<file path="src/rtl/bs_sic_tpg.sv">
// -----------------------------------------------------------------------------
// bs_sic_tpg
// BIST test-pattern generator. It sits between the BIST controller and the CUT
// input scan/boundary register. The pattern mode is chosen at run time:
//   00 plain LFSR, 01 bit-swapping LFSR, 10 single-input-change (SIC),
//   11 bit-swapping LFSR combined with SIC.
// Each start emits a programmed number of patterns, then pulses o_done once.
//
// Ports
//   i_clk        clock, rising edge
//   i_rst_n      asynchronous active-low reset
//   i_start      pulse that loads seed/mode/count and begins a run (ignored while busy)
//   i_mode[1:0]  pattern mode, sampled at start
//   i_seed_in    LFSR seed, sampled at start; all-zero substitutes SEED
//   i_num_pat    patterns per run, sampled at start; 0 means 2^CW
//   i_en         advance enable while running
//   o_pattern    current test pattern (registered)
//   o_pat_valid  o_pattern carries a new pattern this cycle
//   o_busy       run in progress
//   o_done       one-cycle pulse after the last pattern
//   o_state      FSM state (0 IDLE, 1 RUN, 2 DONE), debug visibility
// Optional MISR (macro TPG_MISR_EN):
//   i_resp_in, i_resp_valid  CUT response compacted into o_signature
//   o_signature              MISR signature, stable once o_done pulses
//
// Handshake: a pattern is transferred on each cycle in which o_pat_valid is
// high; there is no back-pressure, and i_en only stalls generation.
// -----------------------------------------------------------------------------
module bs_sic_tpg #(
    parameter int               WIDTH = 5,
    parameter logic [WIDTH-1:0] TAPS  = 5'b10100,
    parameter logic [WIDTH-1:0] SEED  = 5'b00001,
    parameter int               CW    = 16
) (
    input  logic             i_clk,
    input  logic             i_rst_n,
    input  logic             i_start,
    input  logic [1:0]       i_mode,
    input  logic [WIDTH-1:0] i_seed_in,
    input  logic [CW-1:0]    i_num_pat,
    input  logic             i_en,
`ifdef TPG_MISR_EN
    input  logic [WIDTH-1:0] i_resp_in,
    input  logic             i_resp_valid,
    output logic [WIDTH-1:0] o_signature,
`endif
    output logic [WIDTH-1:0] o_pattern,
    output logic             o_pat_valid,
    output logic             o_busy,
    output logic             o_done,
    output logic [1:0]       o_state
);

    typedef enum logic [1:0] {
        IDLE = 2'd0,
        RUN  = 2'd1,
        DONE = 2'd2
    } state_t;

    // Last Johnson state before wrap: 100..0. The LFSR advances on this step.
    localparam logic [WIDTH-1:0] J_LAST = {1'b1, {(WIDTH-1){1'b0}}};

    // Bit swap: when the MSB is set, exchange each pair (2i+1, 2i) below the MSB.
    function automatic logic [WIDTH-1:0] f_bs(input logic [WIDTH-1:0] v);
        logic [WIDTH-1:0] r;
        r = v;
        if (v[WIDTH-1]) begin
            for (int i = 0; 2 * i + 1 <= WIDTH - 2; i++) begin
                r[2*i]   = v[2*i+1];
                r[2*i+1] = v[2*i];
            end
        end
        return r;
    endfunction

    state_t           r_state, w_state_nxt;
    logic [WIDTH-1:0] r_s, w_s_nxt;
    logic [WIDTH-1:0] r_j, w_j_nxt;
    logic [CW-1:0]    r_count, w_count_nxt;
    logic [CW-1:0]    r_num_pat, w_num_pat_nxt;
    logic [1:0]       r_mode, w_mode_nxt;
    logic [WIDTH-1:0] r_pattern, w_pattern_nxt;
    logic             r_pat_valid, w_pat_valid_nxt;
    logic             r_busy, w_busy_nxt;
    logic             r_done, w_done_nxt;

    logic [WIDTH-1:0] w_s_adv;
    logic [WIDTH-1:0] w_j_adv;
    logic [WIDTH-1:0] w_f;
    logic [CW-1:0]    w_count_inc;
    logic             w_start_ok;

    assign w_s_adv     = {r_s[WIDTH-2:0], ^(r_s & TAPS)};
    assign w_j_adv     = {r_j[WIDTH-2:0], ~r_j[WIDTH-1]};
    // CW-bit wrap makes num_pat = 0 terminate after exactly 2^CW patterns.
    assign w_count_inc = r_count + 1'b1;
    assign w_start_ok  = (r_state == IDLE) && i_start;

    always_comb begin
        w_f = r_s;
        case (r_mode)
            2'b00:   w_f = r_s;
            2'b01:   w_f = f_bs(r_s);
            2'b10:   w_f = r_s ^ r_j;
            default: w_f = f_bs(r_s) ^ r_j;
        endcase
    end

    always_comb begin
        w_state_nxt     = r_state;
        w_s_nxt         = r_s;
        w_j_nxt         = r_j;
        w_count_nxt     = r_count;
        w_num_pat_nxt   = r_num_pat;
        w_mode_nxt      = r_mode;
        w_pattern_nxt   = r_pattern;
        w_pat_valid_nxt = 1'b0;
        w_busy_nxt      = r_busy;
        w_done_nxt      = 1'b0;
        case (r_state)
            IDLE: begin
                if (i_start) begin
                    w_s_nxt       = (i_seed_in == '0) ? SEED : i_seed_in;
                    w_j_nxt       = '0;
                    w_count_nxt   = '0;
                    w_num_pat_nxt = i_num_pat;
                    w_mode_nxt    = i_mode;
                    w_busy_nxt    = 1'b1;
                    w_state_nxt   = RUN;
                end
            end
            RUN: begin
                if (i_en) begin
                    w_pattern_nxt   = w_f;
                    w_pat_valid_nxt = 1'b1;
                    w_count_nxt     = w_count_inc;
                    if (r_mode[1]) begin
                        // SIC: walk the Johnson counter, reseed once per period.
                        w_j_nxt = w_j_adv;
                        if (r_j == J_LAST) w_s_nxt = w_s_adv;
                    end else begin
                        w_s_nxt = w_s_adv;
                    end
                    if (w_count_inc == r_num_pat) w_state_nxt = DONE;
                end
            end
            DONE: begin
                w_done_nxt  = 1'b1;
                w_busy_nxt  = 1'b0;
                w_state_nxt = IDLE;
            end
            default: begin
                w_state_nxt = IDLE;
                w_busy_nxt  = 1'b0;
            end
        endcase
    end

    always_ff @(posedge i_clk or negedge i_rst_n) begin
        if (!i_rst_n) begin
            r_state     <= IDLE;
            r_s         <= SEED;
            r_j         <= '0;
            r_count     <= '0;
            r_num_pat   <= '0;
            r_mode      <= 2'b00;
            r_pattern   <= '0;
            r_pat_valid <= 1'b0;
            r_busy      <= 1'b0;
            r_done      <= 1'b0;
        end else begin
            r_state     <= w_state_nxt;
            r_s         <= w_s_nxt;
            r_j         <= w_j_nxt;
            r_count     <= w_count_nxt;
            r_num_pat   <= w_num_pat_nxt;
            r_mode      <= w_mode_nxt;
            r_pattern   <= w_pattern_nxt;
            r_pat_valid <= w_pat_valid_nxt;
            r_busy      <= w_busy_nxt;
            r_done      <= w_done_nxt;
        end
    end

`ifdef TPG_MISR_EN
    logic [WIDTH-1:0] r_sig;

    always_ff @(posedge i_clk or negedge i_rst_n) begin
        if (!i_rst_n) begin
            r_sig <= '0;
        end else if (w_start_ok) begin
            r_sig <= '0;
        end else if (i_resp_valid) begin
            r_sig <= {r_sig[WIDTH-2:0], ^(r_sig & TAPS)} ^ i_resp_in;
        end
    end

    assign o_signature = r_sig;
`else
    // Only the MISR uses the start-accept qualifier.
    logic w_unused;
    assign w_unused = w_start_ok;
`endif

    assign o_pattern   = r_pattern;
    assign o_pat_valid = r_pat_valid;
    assign o_busy      = r_busy;
    assign o_done      = r_done;
    assign o_state     = r_state;

endmodule

</file>
<file path="config.mk">
export PLATFORM = sky130hd
export DESIGN_NAME = bs_sic_tpg
export DESIGN_NICKNAME = d
export VERILOG_FILES = /design/src/rtl/bs_sic_tpg.sv
export SDC_FILE = /design/constraint.sdc
export NUM_CORES = 1
export LEC_CHECK = 0
export CAP_MARGIN = 20
export CORE_AREA = 2 2 84 86
export CTS_CLUSTER_DIAMETER = 40
export CTS_CLUSTER_SIZE = 16
export DETAILED_ROUTE_END_ITERATION = 6
export DIE_AREA = 0 0 86 88
export PLACE_DENSITY_LB_ADDON = 0.1
export SETUP_SLACK_MARGIN = 0.3
export SYNTH_ARGS = -nofsm -noshare
export SYNTH_HDL_FRONTEND = slang
export SYNTH_SLANG_ARGS = --single-unit
</file>
<file path="constraint.sdc">
create_clock -name i_clk -period 6.5 [get_ports i_clk]
set_input_delay 1.3 -clock i_clk [delete_from_list [all_inputs] [get_ports i_clk]]
set_output_delay 1.3 -clock i_clk [all_outputs]
set_load 0.01 [all_outputs]
</file>
==> flow_metrics.tcl, run 1 <==
set metrics [dict create \
    dieHeight_um 88 \
    final_max_slew_viol_count 0 \
    worst-path-stages 6 \
    worstSetupPathType "primary input to register" \
    r2r_slack_ns 2.75 \
    setup_violations 0 \
    syn_area_per_cell_um2 9.93 \
    path_clk_slew_ns 0.09 \
    crit_path_end_kind "register" \
    p_per_area_nw_per_um2 345 \
    rsz0062_at_grt "false" \
    cts.sinks 54 \
    die_w_um 86 \
    num_vias 2199 \
    routed_wl_um 5940 \
    synthFlopType "dfrtp_1" \
    ant_nets 0 \
    slowest_stage "nor2_1" \
    fillers 641 \
    required_ns 6.74 \
    cp_slowest_stage_delay_ns 0.78 \
    worstPathMaxFanout 27 \
    fin_nets 350 \
    synth_seq_cells 54 \
    first_iter_violations 88 \
    areaGrowthSynthToFinish_pct 17.1 \
    async_reset_ff_frac 1.00 \
    grt_usage 0.170 \
    drt_pass1_iterations 4 \
    hold_buffers 0 \
    htreeDepth 2 \
    post_cts_buffers 0 \
    layout-drive-gt1-share 0.124 \
    syn_area_um2 2900 \
    ys_seq_area_frac 0.467 \
    timing.final.crit_share 0.595 \
    hold_start "o_pattern[1]$_DFFE_PN0P_" \
    setup_tns_ns 0 \
    start_kind "primary input" \
    finalClockSkew_ns 0.00411 \
    multi_input_comb_area_um2 1470 \
    max_cap_viol_count 0 \
    postLayoutCellArea_um2 3390 \
    yosysTopAreaCell "dfrtp_1" \
    reg2reg_depth 6 \
    antenna_found_initial 0 \
    outcome "finished clean" \
    dp_cells 395 \
    antenna_cells 0 \
    cts_buffers 5 \
    synth_top_area_frac 0.457 \
    worstMarginPinSlew_ns 0.888 \
    path_buf_inv 2 \
    rr_endpoint "r_s[0]$_DFFE_PN1P_" \
    hold_viol 0 \
    cpLargestDelayFamily "simple AND/OR/NAND/NOR gates" \
    overflow 0 \
    cts_tree "yes" \
    cts_root_buffer "clkbuf_8" \
    hpwlAfterDp_um 4150 \
    dieArea_um2 7570 \
    insertion_delay_ns 0.30 \
    gp_congestion 0.789 \
    grt_pass1_vias 2128 \
    num_rows 30 \
    cts_resized 0 \
    core_area_um2 6640 \
    start_util 0.436 \
    drc 0 \
    worstReg2RegStart "o_state[0]$_DFFE_PN0P_" \
    vias_per_cell 5.46 \
    arrival_ns 4.11 \
    fmax_ghz 0.259 \
    path_cells "clkdlybuf4s50_1, nand2_1, inv_1, nor2_1, a31oi_2, mux2_2" \
    placed_area_um2 3300 \
    fin_util 0.511 \
    ys.warnings.count 0 \
    synth_area_leaders "dfrtp_1 (46%), mux2_2 (7.8%), o21ai_0 (5.7%), nand2_1 (5.2%), xnor2_1 (5.1%)" \
    hold_depth 2 \
    synth.most_common_cell "dfrtp_1" \
    p_leak_nw 1.39 \
    slew_headroom 0.407 \
    yosys-top-cells-count "dfrtp_1 (53), nand2_1 (40), o21ai_0 (33), mux2_2 (20), nor2_1 (18)" \
    hold_end "o_pattern[1]$_DFFE_PN0P_" \
    wl_per_cell_um 14.7 \
    clockBufferDepth 2 \
    regArea_um2 1350 \
    synthCells 292 \
    synthesis.nets 320 \
    min_period_ns 3.87 \
    holdWs_ns 0.498 \
    num_io_pins 37 \
    grt_pass1_wl_um 10200 \
    ys_types 48 \
    synth_edf_count 0 \
    hold_path.class "register to register" \
    port_buffers 36 \
    peakVddDrop_mv 0.153 \
    grt_max_degree 55 \
    fin_cells 403 \
]
-- cell type report --
cell class              count  share of cell area
multi-input cells         221               0.434
flip-flops and latches     54               0.398
repair buffers             38               0.109
well taps                  80              0.0295
clock buffers               7              0.0254
inverters                   2             0.00221
clock inverters             1             0.00147
-- report_power, final --
part	switching, mW	internal (mW)	total, mW	leakage, nW
Clock	0.107	0.0863	0.193	0.0482
Combinational	0.182	0.232	0.413	0.678
Sequential	0.113	0.451	0.564	0.665
Total	0.402	0.768	1.17	1.39
-- stage by stage --
stage	worst slack, ns	power [mW]
final	2.63	1.17
after global routing	2.37	1.27
after CTS	2.66	1.19
after detailed placement	2.34	0.990
after global placement	2.36	0.980
after floorplan	3.77	0.859
-- sequential cells by signal (all words and copies together), names as in the netlist --
| register | flops |
|---|---|
| r_j | 5 |
| r_num_pat | 16 |
| o_done | 1 |
| o_state | 2 |
| o_busy | 1 |
| r_mode | 2 |
| o_pattern | 5 |
| r_count | 16 |
| o_pat_valid | 1 |
| r_s | 5 |
-- kinds of logic (layout without fill, tap and decap cells) --
kind of cell | count (synthesis) | in the layout | synth area share
buffers and inverters | 17 | 48 | 0.0263
and+or+nand+nor | 105 | 105 | 0.190
AOI/OAI and AO/OA | 63 | 63 | 0.132
xor gates and xnor gates | 27 | 27 | 0.0863
muxes | 25 | 25 | 0.0950
DFF | 54 | 54 | 0.467
adders and majority gates | 1 | 1 | 0.00432
-- layer usage --
| layer | track usage | wire, µm |
|---|---|---|
| met1 | 0.233 | 2910 |
| met2 | 0.280 | 2780 |
| met3 | 0.0320 | 196 |
| met4 | 0.0433 | 54 |
| met5 | 0 | 0 |
-- worst max-delay path by stage --
| stage | start | end | slack, ns |
|---|---|---|---|
| after floorplan | i_start | r_num_pat[10]$_DFFE_PN0P_ | 3.77 |
| after global placement | i_en | r_s[0]$_DFFE_PN1P_ | 2.36 |
| after detailed placement | i_en | r_s[0]$_DFFE_PN1P_ | 2.34 |
| after CTS | i_en | r_s[0]$_DFFE_PN1P_ | 2.66 |
| after global routing | i_en | r_s[0]$_DFFE_PN1P_ | 2.37 |
| final | i_en | r_s[0]$_DFFE_PN1P_ | 2.63 |
-- worst reg2reg max path: cells and delay by family (launching register included) --
kind / cells / cell delay [ns]
AO/OA/AOI/OAI: 1 / 0.45
multiplexers: 1 / 0.38
buffers and inverters: 1 / 0.53
flip-flops: 1 / 0.51
AND/OR/NAND/NOR: 3 / 1.80
-- cell usage in the layout, fill, tap and decap left out, types with 2 or more instances in the layout --
cell,count
o21ai_0,33
nand3b_1,2
nor3_1,2
nor4_1,3
and3_1,4
a22o_1,3
nand2b_1,2
clkbuf_8,6
nor2_1,18
and2_0,2
or3_1,3
nand2_1,40
inv_1,2
xor2_1,9
a31oi_1,8
nor2b_1,6
xnor2_1,17
mux2i_1,5
clkdlybuf4s50_1,35
nand4_1,4
o31ai_1,7
a21oi_1,4
mux2_2,20
nor3b_1,2
nand3_1,7
dfrtp_1,53
buf_4,2
Note: power is estimated with default switching activity, not from simulation.
==> inputs of run 2 (changes only) <==
==> constraint.sdc (replaced) <==
create_clock -name i_clk -period 4 [get_ports i_clk]
set_input_delay 0.8 -clock i_clk [delete_from_list [all_inputs] [get_ports i_clk]]
set_output_delay 0.8 -clock i_clk [all_outputs]
set_load 0.01 [all_outputs]
==> run 2 against run 1 <==
Compared with the run above:
- power up 64%
- clock power up 67%
- sequential power rose by 63%
- critical path depth up 1
- non-clock buffer count is 3 higher
- combinational power up 63%
- worst setup slack worse by 1.5 ns
- register-to-register slack got worse by 1.6 ns
- sequential cell count did not move
- first-iteration DRC count decreased by 10%
- largest power group unchanged
==> flow_metrics.tcl, run 2 (synthesis results as in run 1) <==
set metrics [dict create \
    overflow 0 \
    timing.final.crit_share 0.718 \
    port_buffers 36 \
    antenna_found_initial 0 \
    num_vias 2183 \
    antenna_cells 0 \
    ant_nets 0 \
    fmax_ghz 0.348 \
    reg.largest.list "r_count x16, r_num_pat x16" \
    dieArea_um2 7570 \
    peakVddDrop_mv 0.228 \
    rsz0062_at_grt "false" \
    place_ws_ns 0.914 \
    insertion_delay_ns 0.31 \
    min_period_ns 2.87 \
    post_cts_buffers 0 \
    worstMarginPinSlew_ns 0.740 \
    start_util 0.436 \
    core_area_um2 6640 \
    finalClockSkew_ns 0.00672 \
    worstSetupPathType "register to register" \
    num_rows 30 \
    hpwlAfterDp_um 4270 \
    max_cap_viol_count 0 \
    multi_input_comb_area_um2 1470 \
    num_io_pins 37 \
    cts_tree "yes" \
    slew_headroom 0.507 \
    grt_pass1_vias 2235 \
    cts_resized 0 \
    setup_slack_ns 1.13 \
    areaGrowthSynthToFinish_pct 17.9 \
    first_iter_violations 79 \
    layout_common_cells "dfrtp_1 (53), nand2_1 (40), clkdlybuf4s50_1 (35)" \
    grt_usage 0.177 \
    arrival_ns 3.08 \
    grt_max_degree 34 \
    routed_wl_um 6020 \
    hold_buffers 0 \
    drt_pass1_iterations 4 \
    clockBufferDepth 2 \
    fillers 617 \
    fin_nets 353 \
    final_common_cell "dfrtp_1" \
    final_max_slew_viol_count 0 \
    hold_viol 0 \
    gp_congestion 0.778 \
    drc 0 \
    met1_usage 0.236 \
    layout-drive-gt1-share 0.132 \
    dp_cells 398 \
    setup_tns_ns 0 \
    fin_cells 406 \
    p_leak_nw 1.41 \
    setup_violations 0 \
    start_kind "register" \
    vias_per_cell 5.38 \
    grt_use_met2 0.299 \
    die_w_um 86 \
    grt_util_met3 0.0311 \
    crit_path_end_kind "register" \
    cts_buffers 5 \
    regArea_um2 1350 \
    path_clk_slew_ns 0.10 \
    outcome "finished clean" \
    cts_root_buffer "clkbuf_8" \
    wl_per_cell_um 14.8 \
    cts.sinks 54 \
    dieHeight_um 88 \
    hold_path.class "register to register" \
    p_per_area_nw_per_um2 561 \
    htreeDepth 2 \
    total_power_mw 1.92 \
    grt.busiest_layer "met2" \
    grt_pass1_wl_um 10600 \
    worstPathMaxFanout 8 \
    required_ns 4.21 \
]
-- run 2: final timing paths --
kind	start	end	slack (ns)	depth (start not counted)
max reg2reg	r_count[0]$_DFFE_PN0P_	o_state[0]$_DFFE_PN0P_	1.13	7
max in group asynchronous	i_rst_n	r_s[0]$_DFFE_PN1P_	2.63	2
max	r_count[0]$_DFFE_PN0P_	o_state[0]$_DFFE_PN0P_	1.13	7
min in group asynchronous	i_rst_n	r_count[12]$_DFFE_PN0P_	0.54	1
min	o_pattern[4]$_DFFE_PN0P_	o_pattern[4]$_DFFE_PN0P_	0.49	2
min reg2reg	o_pattern[4]$_DFFE_PN0P_	o_pattern[4]$_DFFE_PN0P_	0.49	2
-- run 2: area by class of cell --
cell class / count / area share
inverter: 2 / 0.00220
clock inverter: 1 / 0.00146
tap: 80 / 0.0293
multi-input combinational: 221 / 0.431
timing repair buffer: 41 / 0.115
sequential: 54 / 0.396
clock buffer: 7 / 0.0253
-- run 2: power by group --
part | internal [mW] | switching, mW | total (mW)
Combinational | 0.380 | 0.295 | 0.675
Clock | 0.140 | 0.182 | 0.322
Sequential | 0.732 | 0.187 | 0.919
-- run 2: worst max-delay path: stages, from the launching register on --
cell and delay (ns):
dfrtp_1 0.52, ha_1 0.35, nand3_2 0.24, nor4_1 0.59
xnor2_1 0.18, o211ai_1 0.12, or4_4 0.56, a21o_1 0.19
-- run 2: per-stage QoR --
step                      hold WS (ns)  instance area, µm²   util
final                            0.491                3420  0.514
after global placement           0.470                3330  0.501
after floorplan                  0.470                2900      -
after detailed placement         0.473                3330  0.501
after global routing             0.517                3420  0.514
after CTS                        0.495                3420  0.514
-- run 2: layer usage --
layer	vias up	part of all wire
met2	26	0.46
met4	0	0.012
met3	6	0.025
li1	1102	-
met5	-	0
met1	1049	0.50
